## src/rtl/stopwatch_pkg.sv

```systemverilog
// Shared definitions for the stopwatch time base: FSM state encodings and
// the default system clock frequency.
package stopwatch_pkg;

  typedef enum logic [1:0] {
    ST_STOP  = 2'b00,
    ST_RUN   = 2'b01,
    ST_CLEAR = 2'b10
  } state_t;

  localparam int unsigned DEFAULT_SYS_CLK_HZ = 100_000_000;

endpackage

```

## src/rtl/tick_prescaler.sv

```systemverilog
// Modulo-DIV prescaler with count enable and synchronous clear. Emits a
// registered one-cycle pulse on the clock after the terminal count is seen
// while enabled.
module tick_prescaler #(
  parameter int unsigned DIV = 10
) (
  input  logic clk,
  input  logic rst,
  input  logic en,
  input  logic clr,
  output logic o_pulse
);

  localparam int unsigned W    = (DIV > 1) ? $clog2(DIV) : 1;
  localparam logic [W-1:0] LAST = W'(DIV - 1);

  logic [W-1:0] r_count;
  logic         r_pulse;

  // Count 0..DIV-1 while enabled, hold otherwise; clear has priority.
  always_ff @(posedge clk or posedge rst) begin
    if (rst) begin
      r_count <= '0;
    end else if (clr) begin
      r_count <= '0;
    end else if (en) begin
      r_count <= (r_count == LAST) ? '0 : r_count + 1'b1;
    end
  end

  // Terminal-count pulse, registered so it lands one cycle after the wrap edge.
  always_ff @(posedge clk or posedge rst) begin
    if (rst) begin
      r_pulse <= 1'b0;
    end else begin
      r_pulse <= en && !clr && (r_count == LAST);
    end
  end

  assign o_pulse = r_pulse;

endmodule

```

## src/rtl/stopwatch_tick_ctrl.sv

```systemverilog
// Run/stop/clear controller for the stopwatch time base. Produces a gated
// count tick, a free-running scan tick and a one-cycle counter clear.
// Optional lap-hold display freeze is enabled by defining STOPWATCH_LAP_EN.
module stopwatch_tick_ctrl
  import stopwatch_pkg::*;
#(
  parameter int unsigned SYS_CLK_HZ = DEFAULT_SYS_CLK_HZ,
  parameter int unsigned TICK_HZ    = 100,
  parameter int unsigned SCAN_HZ    = 1_000
) (
  input  logic       clk,
  input  logic       rst,
  input  logic       i_run_stop,
  input  logic       i_clear,
  input  logic       i_lap,
  output logic       o_tick,
  output logic       o_scan_tick,
  output logic       o_clear,
  output logic       o_running,
  output logic       o_lap_hold,
  output logic [1:0] o_state
);

  localparam int unsigned DIV      = SYS_CLK_HZ / TICK_HZ;
  localparam int unsigned SCAN_DIV = SYS_CLK_HZ / SCAN_HZ;

  state_t r_state;
  state_t w_next;
  logic   r_running;
  logic   r_clear;
  logic   w_tick_en;
  logic   w_tick_clr;

  // State register.
  always_ff @(posedge clk or posedge rst) begin
    if (rst) begin
      r_state <= ST_STOP;
    end else begin
      r_state <= w_next;
    end
  end

  // Next-state logic; clear beats run/stop in STOP, illegal code recovers to STOP.
  always_comb begin
    w_next = r_state;
    case (r_state)
      ST_STOP: begin
        if (i_clear) begin
          w_next = ST_CLEAR;
        end else if (i_run_stop) begin
          w_next = ST_RUN;
        end
      end
      ST_RUN: begin
        if (i_run_stop) begin
          w_next = ST_STOP;
        end
      end
      ST_CLEAR: w_next = ST_STOP;
      default:  w_next = ST_STOP;
    endcase
  end

  // Status flags registered from the next state so they move with o_state.
  always_ff @(posedge clk or posedge rst) begin
    if (rst) begin
      r_running <= 1'b0;
      r_clear   <= 1'b0;
    end else begin
      r_running <= (w_next == ST_RUN);
      r_clear   <= (w_next == ST_CLEAR);
    end
  end

  assign w_tick_en  = (r_state == ST_RUN);
  assign w_tick_clr = (r_state == ST_CLEAR);

  tick_prescaler #(.DIV(DIV)) u_tick_div (
    .clk     (clk),
    .rst     (rst),
    .en      (w_tick_en),
    .clr     (w_tick_clr),
    .o_pulse (o_tick)
  );

  tick_prescaler #(.DIV(SCAN_DIV)) u_scan_div (
    .clk     (clk),
    .rst     (rst),
    .en      (1'b1),
    .clr     (1'b0),
    .o_pulse (o_scan_tick)
  );

`ifdef STOPWATCH_LAP_EN
  logic r_lap_hold;

  // Lap toggles the display freeze only while running; entering CLEAR drops it.
  always_ff @(posedge clk or posedge rst) begin
    if (rst) begin
      r_lap_hold <= 1'b0;
    end else if (w_next == ST_CLEAR) begin
      r_lap_hold <= 1'b0;
    end else if ((r_state == ST_RUN) && i_lap) begin
      r_lap_hold <= ~r_lap_hold;
    end
  end

  assign o_lap_hold = r_lap_hold;
`else
  logic w_unused_lap;
  assign w_unused_lap = i_lap;
  assign o_lap_hold   = 1'b0;
`endif

  assign o_clear   = r_clear;
  assign o_running = r_running;
  assign o_state   = r_state;

endmodule

```

## config.mk

```make
export PLATFORM = sky130hd
export DESIGN_NAME = stopwatch_tick_ctrl
export DESIGN_NICKNAME = d
export VERILOG_FILES = /design/src/rtl/stopwatch_pkg.sv /design/src/rtl/tick_prescaler.sv /design/src/rtl/stopwatch_tick_ctrl.sv
export SDC_FILE = /design/constraint.sdc
export NUM_CORES = 1
export LEC_CHECK = 0
export CAP_MARGIN = 20
export CORE_AREA = 2 2 93 50
export DETAILED_ROUTE_END_ITERATION = 16
export DIE_AREA = 0 0 95 52
export PLACE_DENSITY = 0.81
export SKIP_CTS_REPAIR_TIMING = 1
export SLEW_MARGIN = 20
export SYNTH_ARGS = -nofsm -noshare
export SYNTH_HDL_FRONTEND = slang
export SYNTH_HIERARCHICAL = 1
export SYNTH_SLANG_ARGS = --single-unit
```

## constraint.sdc

```tcl
create_clock -name clk -period 2.36 [get_ports clk]
set_input_delay 0.472 -clock clk [delete_from_list [all_inputs] [get_ports clk]]
set_output_delay 0.472 -clock clk [all_outputs]
set_load 0.02 [all_outputs]
```

# == Word-level counts from Yosys, hierarchy flattened ==
# Cells that the tools add are included.
# totals
ff_bits,43
in_bits,5
output_inout_bits,7
wordCells,28
# op_classes
addsub,2
n_eq_ne,6
n_mux,8
reduce_logical,5
# op_table
operator,count
$mux 20,3
$add 20x1->20 const B,1
$eq 20x20->1 const B,1
$add 17x1->17 const B,1
$eq 17x17->1 const B,1
$mux 17,1
$mux 2,3
$eq 2x1->1 const B,2
$eq 2x2->1 const B,2
$pmux 2 s2,1
$logic_and 1x1->1,2
$logic_not 2->1,1
$reduce_bool 2->1,1
$logic_not 1->1,1

# == Depth between registers and ports, before layout ==
# Gate-level depths: netlist of the first run.
# logic_depth
depth_word,4
mapped_depth,7
mapped_depth_nobuf,6

# == By module ==
# The synthesis of the first run kept the hierarchy.
# modules_own_cells
mod,n_inst,cells_per_inst,area_each_um2
tick_prescaler at u_tick_div,1,137,1191.1
tick_prescaler at u_scan_div,1,112,1061.0
stopwatch_tick_ctrl,1,16,175.2

# == Worst setup path before layout of the first run ==
# No wires, ideal clock.
# synth_path
path_kind,flip-flop to flip-flop
from,register u_tick_div.r_count[0]
to,register u_tick_div.r_count[14]
setup_time_ns,0.123
arrival_time_ns,1.837
required_time_ns,2.237
path_slack_ns,0.400
path_stages_with_launch,8
n_path_buf,1
cell_sequence,dfrtp_1 -> ha_1 -> inv_1 -> or4_2 -> clkbuf_1 -> o21a_1 -> o21ai_0 -> nand2_1
# synth_between
elab_chain_len,4
elab_cells_between_ends,5
classes_between,1 x add/sub; 1 x eq/ne; 3 x mux
# synth_lines
element,line_no,source
"start, declared",tick_prescaler.sv:17,logic [W-1:0] r_count;
"start signal, assigned",tick_prescaler.sv:27,r_count <= (r_count == LAST) ? '0 : r_count + 1'b1;
$add 20x1->20 / $eq 20x20->1 (equally long branches),tick_prescaler.sv:27,
$mux 20 *,tick_prescaler.sv:27,
$mux 20 *,tick_prescaler.sv:26,end else if (en) begin
$mux 20 *,tick_prescaler.sv:24,end else if (clr) begin
# Mark *: on every way between the ends. The rest lies on a longest branch, timed or not. The select of a mux whose other input is x is not followed.
# A chain may end at the register's enable or synchronous reset.

# == Worst setup path after layout of the first run ==
# layout_path
from,register u_tick_div.r_count[0]
to,register u_tick_div.r_count[19]
# Same word-level chain as after synthesis.

==> results of run 1 <==
[flip-flops by register name (all words and copies together) (netlist names)]
name,cells
u_tick_div/r_count,20
u_scan_div/r_count,17
o_state,2
o_clear,1
o_running,1
u_scan_div/o_pulse,1
u_tick_div/o_pulse,1
[path summary, 6_finish.rpt]
kind | depth (start not counted) | start | slack (ps) | to
worst max register to register | 5 | u_tick_div/r_count[0] | 150 | u_tick_div/r_count[19]
worst min-delay path | 2 | rst | 400 | o_clear
worst min register to register | 1 | u_tick_div/r_count[18] | 510 | u_tick_div/r_count[18]
max in group asynchronous | 2 | rst | 1240 | u_scan_div/r_count[3]
worst max-delay path | 5 | u_tick_div/r_count[0] | 150 | u_tick_div/r_count[19]
min in group clk | 1 | u_tick_div/r_count[18] | 510 | u_tick_div/r_count[18]
[report_power, final]
group	switching (W)	leakage [nW]	total [W]	internal, W
clock	0.000251	0.0470	0.000481	0.000230
sequential	0.0000348	0.594	0.000798	0.000763
combinational	0.000114	0.461	0.000183	0.0000689
total	0.000399	1.10	0.00146	0.00106
[logic make-up (layout without fill, tap and decap cells)]
| family | after synthesis | after routing | share of synthesized area |
|---|---|---|---|
| buf+inv | 22 | 29 | 0.0417 |
| other cells | 2 | 12 | 0.00309 |
| xor+xnor | 5 | 5 | 0.0180 |
| flops | 43 | 43 | 0.443 |
| mux | 2 | 2 | 0.00876 |
| compound gates | 68 | 68 | 0.188 |
| simple gates | 121 | 121 | 0.287 |
| fa+ha+maj | 2 | 2 | 0.0103 |
[cells in the final DEF (no fill, tap or decap), drive strengths merged, types with 9 or more instances in the layout]
cell type	n
a21oi	13
a31oi	19
clkdlybuf4s50	9
conb	12
dfrtp	43
nand2	23
nand3	21
nand4	9
nor2	19
o21ai	10
[cell type report]
type,instances,area share
Tap cell,57,0.0266
Sequential cell,43,0.401
Inverter,8,0.0112
Clock inverter,1,0.00187
Multi-Input combinational cell,210,0.480
Timing Repair Buffer,14,0.0476
Clock buffer,6,0.0308
[cells in the mapped netlist (2+ instances only)]
library cell and n:
nor2_1 19, nand2b_1 3, nand2_1 23, inv_1 8, a31o_1 2, or3_1 3, nand3b_1 5, nor4_1 3
nor4b_1 2, nand3_1 21, and2_1 3, nor3b_1 4, buf_4 2, o21ai_0 10, a31oi_1 19, or3b_1 3
buf_2 3, a21boi_0 2, dfrtp_1 43, nand4_1 7, or2_2 3, nor3_1 3, conb_1 2, nand4_2 2
a21oi_1 13, xnor2_1 2, xor2_1 3, a41oi_1 5, nor2b_1 3, ha_1 2, and4_1 5, a22o_1 6
clkbuf_1 7, o211ai_1 3
[metal layers]
layer	vias up	track usage	wire, µm
li1	1025	-	-
met1	1030	0.402	2840
met2	78	0.300	2020
met3	5	0.0594	390
met4	0	0.0507	27
met5	-	0	0
[per-stage QoR]
stage          total power (W)  instance area, µm²  utilization  hold WS, ps
3_5_place_dp          0.000989                2590        0.619          491
4_1_cts                0.00147                2680        0.640          400
2_1_floorplan         0.000935                2460            -          238
6_report               0.00146                2680        0.640          403
3_3_place_gp          0.000986                2590        0.619          482
5_1_grt                0.00153                2680        0.640          436
==> impl_results.md, run 1 <==
* CP Max Fanout at 26
* WL/cell at 15.6 µm
* Distinct cells, synth at 55
* Sink Count at 43
* CTS tree: built
* Crit path buf inv count at 0
* Synth area leaders: dfrtp_1 44%, a31oi_1 4.9%, nand3_1 4.3%
* CTS clock-pin slew for the worst setup and hold paths at 80 ps
* Port Buffers at 9
* Worst Setup Slack, final at 151 ps
* Worst Skew at 3.15 ps
* Cell accounting for the most synthesized area: dfrtp_1
* Clock root buffer master: clkbuf_8
* Pwr dens at 545 nW/µm²
* Hold Vio Cnt, Final at 0
* Vias/cell at 6.31
* Post-Syn Instances at 265
* Status: completed
* Site Rows at 17
* Tmin final at 2210 ps
* Grt total ovfl at 0
* Synth warnings at 6
* Vias at 2138
* Synth top area share at 0.443
* Avg Cell Area, Syn at 9.16 µm²
* # diodes at 0
* Slew Viols, Final at 0
* DRT Pass-1 Iters at 5
* Worst Setup End Kind: register
* Required @ worst endpoint at 2580 ps
* Largest net degree at the start of global routing at 27
* Die area at 4940 µm²
* DRC viols at 0
* Post-place setup slack at 203 ps
* Clk_lat worst skew at 300 ps
* First-pass GRT wire length at 8980 µm
* RSZ-0062 raised after global routing: false
* Fin cells at 339
* Placed Instances at 332
* Slowest-stage cell, CP: o311a_1
* Area Growth Syn to Fin at 10.4%
* CTS Buf Count at 5
* DIE HEIGHT at 52 µm
* Ys async rst share at 1.00
* Maximum clock rate at 453 MHz
* CP startpoint kind: register
* P_leak at 1.10 nW
* Setup TNS at 0 ps
* Initial antenna violation count at 0
* Layout cells sized above 1 at 0.0851
* Final setup vio count at 0
* Core area at 4190 µm²
* H-tree levels at 2
* Tcrit/Tclk final at 0.936
* Crit path cell chain: ha_1 > nand2_1 > o311a_1 > or3b_1 > o21ai_0
* Yosys reg bits at 43
* Vias in the first global route at 1808
* Sequential area share after synthesis at 0.443
* Multi-input combinational cell area at 1290 µm²
* Fill cell count at 358
* GR Util All Layers at 0.240
* Initial Util at 0.579
* HP Class: in2async
* Largest stage delay, worst path at 770 ps
* DR iter-0 viols at 195
* Register area at 1080 µm²
* Peak supply drop at 0.000318 V
* Delay-heaviest family, CP: compound AO/OA/AOI/OAI gates
* Hpwl dp at 3680 µm
* Top Ports at 12
* Max clock buf depth at 2
* Number of synthesized flops with an enable pin at 0
* Gpl congestion at 0.924
* Relative slew slack at 0.416
* WL final at 5280 µm
* Routed Antenna Nets at 0
* Crit Path Category: reg2reg
* Worst slew pin tran at 875 ps
* Fin nets at 289
* Mapped cell area at 2430 µm²
* Die X at 95 µm
* Post-synth top flop: dfrtp_1
* Critical Path AT at 2430 ps
* Number of max-cap violations at 0
Note: power is estimated with default switching activity, not from simulation.
==> run 2: changes to the inputs <==
CORE_AREA = 2 2 71 66   (was 2 2 93 50)
DIE_AREA = 0 0 73 68   (was 0 0 95 52)
PLACE_DENSITY = 0.79   (was 0.81)
==> run 2 against run 1 <==
Effect of this change:
- via count is 4.3% lower
- wire length decreased by 11%
- register-to-register slack improved by 130 ps
- clock skew increased by 2.9 ps
- cell area up 1.1%
- critical endpoint unchanged
- setup slack better by 130 ps
- count of clock-buffer cells in the layout unchanged
- worst hold slack improved by 8.6 ps
- fmax increased by 6.4%
==> impl_results.md, run 2 (synthesized netlist as in run 1, its figures left out) <==
* CTS tree: built
* WL/cell at 14.1 µm (-9.7%)
* Tmin final at 2080 ps (-133 ps)
* Clock root buffer master: clkbuf_8
* Port Buffers at 9 (unchanged)
* Hold Vio Cnt, Final at 0 (unchanged)
* Placed Instances at 326 (-1.8%)
* Peak supply drop at 0.000367 V (+16%)
* Final setup vio count at 0 (unchanged)
* DR iter-0 viols at 121 (-38%)
* Critical Path AT at 2290 ps (-140 ps)
* Vias/cell at 6.12 (-2.9%)
* Worst Setup End Kind: register
* Fin nets at 290 (+0.35%)
* Maximum clock rate at 482 MHz (+6.4%)
* P_leak at 1.12 nW (+1.8%)
* Worst Skew at 6.04 ps (+2.90 ps)
* Largest register FFs at 20 (unchanged)
* Top reg by flops: u_tick_div/r_count
* WL final at 4700 µm (-11%)
* Area Growth Syn to Fin at 11.6%
* Worst slew pin tran at 673 ps (-202 ps)
* Setup TNS at 0 ps (unchanged)
* RSZ-0062 raised after global routing: false
* Slew Viols, Final at 0 (unchanged)
* Fin cells at 334 (-1.5%)
* DRT Pass-1 Iters at 4 (-1)
* Fill cell count at 360 (+0.56%)
* Layout cells sized above 1 at 0.0915 (+0.00644)
* Initial Util at 0.566 (-0.0132)
* Status: completed
* DIE HEIGHT at 68 µm (+31%)
* Required @ worst endpoint at 2570 ps (about the same)
* Die X at 73 µm (-23%)
* # diodes at 0 (unchanged)
* Vias in the first global route at 1792 (-0.88%)
* Part of the power in combinational logic at 0.116 (-0.009)
* Sink Count at 43 (unchanged)
* Most frequent cells in the layout: 43 x dfrtp_1, 23 x nand2_1, 21 x nand3_1, 19 x a31oi_1, 19 x nor2_1
* Grt total ovfl at 0 (unchanged)
* Fin area at 2710 µm² (+1.1%)
* CP Max Fanout at 6 (-77%)
* CTS clock-pin slew for the worst setup and hold paths at 80 ps (about the same)
* Max clock buf depth at 2 (unchanged)
* P_sw at 0.000383 W (-4.0%)
* First-pass GRT wire length at 7960 µm (-11%)
* Crit Path Category: reg2reg
* Clk_lat worst skew at 290 ps (about the same)
* Largest net degree at the start of global routing at 23 (-15%)
* Power share of the clock group at 0.374 (+0.045)
* DRC viols at 0 (unchanged)
* Site Rows at 23 (+6)
* Flop pwr share at 0.510 (-0.036)
* Hpwl dp at 3250 µm (-12%)
* Routed Antenna Nets at 0 (unchanged)
* H-tree levels at 2 (unchanged)
* Initial antenna violation count at 0 (unchanged)
* Tcrit/Tclk final at 0.880 (-0.0564)
* HP Class: in2async
* Die area at 4960 µm² (+0.49%)
* Core area at 4290 µm² (+2.3%)
* Number of max-cap violations at 0 (unchanged)
* Most common cell after layout, fill and taps aside: dfrtp_1
* Vias at 2045 (-4.3%)
* Pint at 0.00118 W (+11%)
* Gpl congestion at 0.843 (-8.8%)
* GR Util All Layers at 0.203 (-0.0367)
* Switch share at 0.246 (-0.0275)
* CTS Buf Count at 5 (unchanged)
* Relative slew slack at 0.551 (+0.134)
* Pwr dens at 576 nW/µm² (+5.6%)
* Post-DP Area at 2590 µm² (about the same)
* Top Ports at 12 (unchanged)
* CP startpoint kind: register
run 2: metrics by stage:
| stage | setup slack [ps] | power (W) | util | hold WS [ps] |
|---|---|---|---|---|
| global placement | 326 | 0.000985 | 0.604 | 475 |
| finish | 284 | 0.00156 | 0.632 | 412 |
| floorplan | 400 | 0.000935 | - | 238 |
| CTS | 277 | 0.00158 | 0.632 | 405 |
| global route | 158 | 0.00164 | 0.632 | 412 |
| detailed placement | 299 | 0.000988 | 0.604 | 487 |
run 2: cell type report:
type	count	area, µm²	share of cell area
clock inverters	2	35.0	0.0129
flip-flops and latches	43	1080	0.397
clock buffers	6	82.6	0.0305
repair buffers	15	135	0.0499
multi-input cells	210	1290	0.475
well taps	50	62.6	0.0231
inverters	8	30.0	0.0111
run 2: per-layer routing:
metal	part of all wire	vias up	GRT usage	routed length (µm)
li1	-	1029	-	-
met1	0.48	969	0.275	2260
met2	0.48	40	0.332	2240
met3	0.032	7	0.0398	149
met4	0.011	0	0.0625	50
met5	0	-	0	0
run 2: worst max-delay path: stages (launching register included):
cell,delay [ps]
dfrtp_1,450
nand4_2,180
or4_4,600
or3_1,330
or3b_1,360
o21ai_0,70
run 2: power groups by stage:
stage / clock network [W] / logic, W / registers [W]
2_1_floorplan: 0 / 0.000121 / 0.000814
3_3_place_gp: 0 / 0.000175 / 0.000809
3_5_place_dp: 0 / 0.000178 / 0.000810
4_1_cts: 0.000602 / 0.000179 / 0.000795
5_1_grt: 0.000635 / 0.000202 / 0.000802
6_report: 0.000583 / 0.000182 / 0.000795
run 2: worst paths after layout:
path	start	to	slack [ps]	cells after the start
setup / recovery	u_tick_div/r_count[3]	u_tick_div/r_count[19]	280	5
hold / removal	rst	o_running	410	2
setup reg to reg	u_tick_div/r_count[3]	u_tick_div/r_count[19]	280	5
hold reg to reg	u_tick_div/r_count[18]	u_tick_div/r_count[18]	500	1
max in group asynchronous	rst	u_scan_div/r_count[1]	1300	2
min in group clk	u_tick_div/r_count[18]	u_tick_div/r_count[18]	500	1
